[src/rtl/mul_accumulator.sv]
// Accumulates a run of signed 64-bit products under a valid/ready handshake.
// Define MUL_ACC_SATURATE_EN to clamp the sum on signed overflow instead of wrapping.
module mul_accumulator #(
    parameter int LEN_W = 8
) (
    input  logic             i_clk,
    input  logic             i_rst,
    input  logic             i_start,
    input  logic [LEN_W-1:0] i_len,
    input  logic             i_abort,
    input  logic             i_prod_valid,
    input  logic [63:0]      i_product,
    output logic             o_prod_ready,
    output logic [63:0]      o_acc_out,
    output logic             o_acc_valid,
    output logic             o_busy,
    output logic [LEN_W-1:0] o_count,
    output logic             o_overflow
);

    typedef enum logic [1:0] {S_IDLE, S_ACCUM, S_DONE} state_t;

    localparam logic [63:0] SAT_POS = 64'h7FFF_FFFF_FFFF_FFFF;
    localparam logic [63:0] SAT_NEG = 64'h8000_0000_0000_0000;

    state_t           r_state;
    logic [LEN_W-1:0] r_len;
    logic [LEN_W-1:0] r_count;
    logic [63:0]      r_acc;
    logic             r_ovf;
    logic             r_acc_valid;

    logic             w_hs;
    logic [63:0]      w_sum;
    logic             w_ovf;
    logic [63:0]      w_acc_nx;
    logic [LEN_W-1:0] w_cnt_nx;

    assign w_hs     = (r_state == S_ACCUM) && i_prod_valid;
    assign w_sum    = r_acc + i_product;
    // Same-sign operands producing an opposite-sign sum is a signed overflow.
    assign w_ovf    = (r_acc[63] == i_product[63]) && (w_sum[63] != r_acc[63]);
    assign w_cnt_nx = r_count + LEN_W'(1);

`ifdef MUL_ACC_SATURATE_EN
    assign w_acc_nx = w_ovf ? (r_acc[63] ? SAT_NEG : SAT_POS) : w_sum;
`else
    assign w_acc_nx = w_sum;
`endif

    always_ff @(posedge i_clk) begin
        if (i_rst) begin
            r_state     <= S_IDLE;
            r_len       <= '0;
            r_count     <= '0;
            r_acc       <= '0;
            r_ovf       <= 1'b0;
            r_acc_valid <= 1'b0;
        end else begin
            r_acc_valid <= 1'b0;
            case (r_state)
                S_IDLE: begin
                    if (i_start) begin
                        r_len   <= i_len;
                        r_count <= '0;
                        r_acc   <= '0;
                        r_ovf   <= 1'b0;
                        if (i_len != '0) begin
                            r_state <= S_ACCUM;
                        end else begin
                            r_state     <= S_DONE;
                            r_acc_valid <= 1'b1;
                        end
                    end
                end
                S_ACCUM: begin
                    // Abort wins over a same-cycle handshake; that product is dropped.
                    if (i_abort) begin
                        r_state <= S_IDLE;
                    end else if (w_hs) begin
                        r_acc   <= w_acc_nx;
                        r_count <= w_cnt_nx;
                        r_ovf   <= r_ovf | w_ovf;
                        if (w_cnt_nx == r_len) begin
                            r_state     <= S_DONE;
                            r_acc_valid <= 1'b1;
                        end
                    end
                end
                S_DONE: begin
                    r_state <= S_IDLE;
                end
                default: begin
                    r_state <= S_IDLE;
                end
            endcase
        end
    end

    assign o_prod_ready = (r_state == S_ACCUM);
    assign o_busy       = (r_state == S_ACCUM);
    assign o_acc_out    = r_acc;
    assign o_acc_valid  = r_acc_valid;
    assign o_count      = r_count;
    assign o_overflow   = r_ovf;

endmodule

[config.mk]
export PLATFORM = sky130hd
export DESIGN_NAME = mul_accumulator
export DESIGN_NICKNAME = d
export VERILOG_FILES = /design/src/rtl/mul_accumulator.sv
export SDC_FILE = /design/constraint.sdc
export NUM_CORES = 1
export LEC_CHECK = 0
export ABC_AREA = 1
export BUFFER_PORTS_ARGS = -buffer_cell sky130_fd_sc_hd__clkbuf_2
export CAP_MARGIN = 40
export CORE_ASPECT_RATIO = 1.1
export CORE_UTILIZATION = 50
export DETAILED_ROUTE_END_ITERATION = 16
export PLACE_DENSITY = 0.79
export SLEW_MARGIN = 20
export SYNTH_ARGS = -nofsm -noshare
export SYNTH_HDL_FRONTEND = slang
export SYNTH_SLANG_ARGS = --single-unit
[constraint.sdc]
create_clock -name i_clk -period 2.9 [get_ports i_clk]
set_input_delay 0.58 -clock i_clk [delete_from_list [all_inputs] [get_ports i_clk]]
set_output_delay 0.58 -clock i_clk [all_outputs]
set_load 0.01 [all_outputs]
==> flow_summary.yaml <==
layout:
  fill_cells: 1894
  final-seq-area_mm2: 0.00168
  fin_nets: 1987
  multiInputGateArea_mm2: 0.00607
  final_layout_size_suffix_gt1_share_pct: 15.5
  diodes: 0
  synthToLayoutAreaGrowth_pct: 14.9
synthesis:
  seq_area_frac_synth_pct: 18.3
  synth_cell_types: 38
  syn_area_mm2: 0.00919
  postSynthAreaPerCell_um2: 5.40
  synth-seq-cells: 84
  ys_warn_count: 0
  synth_nets: 1843
  synthCells: 1701
timing:
  rsz0062_at_grt: "no"
  finalHoldViolCount: 0
  period_minus_slack_ps: 2300
  finalCritPeriodShare_pct: 79.4
  slew_headroom_pct: 57.4
  fin_tns_setup_ps: 0
  setup_viol: 0
  worst_pin_slew_ps: 639
  drv_slew: 0
  achievable-frequency_mhz: 434
  skew_ps: 9.31
  whs_ps: 466
floorplan:
  core_area_mm2: 0.0179
  rows: 51
  ioPinCount: 153
  die_area_mm2: 0.0189
  die_h_um: 144
  die_w_um: 131
  initial_core_util_pct: 51.4
critical_path:
  cp.arrival_ps: 2580
  start_kind: "flip-flop"
  ff2ff_setup_slack_ps: 600
  crit_fanout: 5
  required_ps: 3180
  reg2reg_depth: 15
  cp-end-kind: "flip-flop"
  crit_type: "flip-flop to flip-flop"
  r2r-start: "o_acc_out[0]"
  timing.rr.end: "o_acc_out[42]"
routing:
  ant_nets: 0
  wirelength_mm: 30.6
  post-route-drc-count: 0
  drt-initial-drc-count: 759
  vias: 10400
  drt-wirelength-per-cell_um: 14.6
  vias_per_cell: 5.00
  firstDrtPassIters: 6
grt:
  antenna_found_initial: 0
  grt_pass1_wl_mm: 47.1
  grt_max_degree: 49
  grt_pass1_vias: 9241
  overflow: 0
  track_usage_pct: 32.0
placement:
  dpl.hpwl_mm: 25.0
  numPortBuffers: 152
  gp_congestion: 0.987
clocking:
  cts_hold_buf: 0
  post_cts_buffers: 0
  cts_max_level: 3
  cts.path.max_buffers: 2
  clk_pin_slew_ps: 70
  cts_sinks: 84
  cts_tree: "done"
  cts_buffers: 9
  root_buffer: "clkbuf_16"
  clk-insertion-delay-late_ps: 360
  ctsResizeCount: 0
worst_hold_path:
  hold_start: "i_len[5]"
  hold_class: "input pin to flip-flop"
  holdPathEnd: "r_len[5]"
  whs_path_depth: 3
power_and_ir_drop:
  p_per_area_mw_per_mm2: 321
  irDropWorstVdd_mv: 0.277
  finalPower_mw: 3.39
  leakagePower_nw: 6.15
outcome:
  status: "complete, no violations"
job:
  cap_viol_max_count: 0
## registers in the layout, indices dropped and copies added, names as in the netlist
| name | count |
|---|---|
| o_acc_out | 64 |
| o_count | 8 |
| r_len | 8 |
| r_state | 2 |
| o_acc_valid | 1 |
| o_overflow | 1 |
## placed cells by master, fill, tap and decap left out, types with 2 or more instances in the layout
cell type	instances
o21bai_1	2
inv_6	3
and2_1	2
clkbuf_2	152
nor2_4	6
nand2_2	30
nand4_1	6
nor2_2	20
ha_1	64
nand2_1	687
buf_12	3
buf_4	3
bufinv_16	3
nor4_2	3
a21oi_2	4
o21ai_0	37
nor3_2	6
nor3_1	11
or2_2	13
a21oi_1	135
clkbuf_16	9
nand3_2	8
dfxtp_1	84
inv_1	328
nand3b_1	8
xor2_1	6
nand3_1	91
inv_2	20
nor2_1	95
## worst max-delay path by stage
stage	from	endpoint	slack, ps	cells past startpoint
after global placement	i_product[0]	o_acc_out[62]	340	15
after detailed placement	i_product[0]	o_acc_out[62]	290	16
after CTS	o_acc_out[0]	o_acc_out[42]	630	15
after global routing	o_acc_out[0]	o_acc_out[42]	410	15
final	o_acc_out[0]	o_acc_out[42]	600	15
after floorplan	i_product[0]	o_acc_out[28]	640	13
## cell families after synthesis
family	Yosys count	share of synthesized area [%]
buffers and inverters	374	15.6
AOI/OAI and AO/OA	181	10.2
and+or+nand+nor	989	46.0
xor gates and xnor gates	8	0.912
adders and majority gates	65	8.93
DFF	84	18.3
## worst max-delay path, cell delays in order (launching register included)
cell     delay (ps)
dfxtp_1         330
ha_1            230
fa_1            390
nand2_1          70
inv_1            60
nand3_1         110
nand3_2         120
nand2_1          80
nand2_1         120
nand2_1         100
nand2_1         110
nand2_1         130
nand2_1          60
nand2_1          50
nand3_1          60
a21oi_1         180
## cell usage after synthesis, drive strengths merged
cell type  instances  area, um^2
nand2            717        2770
inv              348        1310
a21oi            139         711
nor2             121         549
nand3             99         536
dfxtp             84        1680
ha                64         801
o21ai             37         185
nor3              18         131
buf               16        93.8
or2               13        81.3
clkbuf             9        33.8
nand3b             9        71.3
nand4              6        37.5
xor2               6        52.6
nor4               4        43.8
and2               2        12.5
o21bai             2        15.0
a21boi             1        11.3
clkinv             1        3.75
fa                 1        20.0
o21a               1        7.51
o221ai             1        8.76
xnor2              1        8.76
xnor3              1        22.5
## power breakdown
part / internal [mW] / switching [mW] / leakage [nW]
combinational: 0.242 / 0.490 / 5.29
sequential: 1.18 / 0.0261 / 0.680
clock: 0.860 / 0.588 / 0.173
## metal layers
metal / track usage (%) / routed length (um)
met3: 3.51 / 1390
met4: 15.2 / 1310
met5: 0 / 0
met2: 56.7 / 14600
met1: 39.0 / 13300
## cell type report
cell class | instances | area share (%)
Multi-Input combinational cell | 1243 | 57.5
Sequential cell | 84 | 15.9
Inverter | 349 | 12.4
Timing Repair Buffer | 158 | 7.99
Tap cell | 238 | 2.82
Clock buffer | 9 | 2.13
Clock inverter | 7 | 1.21
## metrics by stage
step / cell area [um^2] / setup slack, ps / utilization (%) / cells
floorplan: 9190 / 643 / - / 1701
global placement: 10200 / 337 / 57.1 / 2072
detailed placement: 10200 / 291 / 57.1 / 2072
CTS: 10600 / 628 / 59.1 / 2088
global route: 10600 / 406 / 59.1 / 2088
finish: 10600 / 598 / 59.1 / 2088
Power figures use the tool's default switching activity.
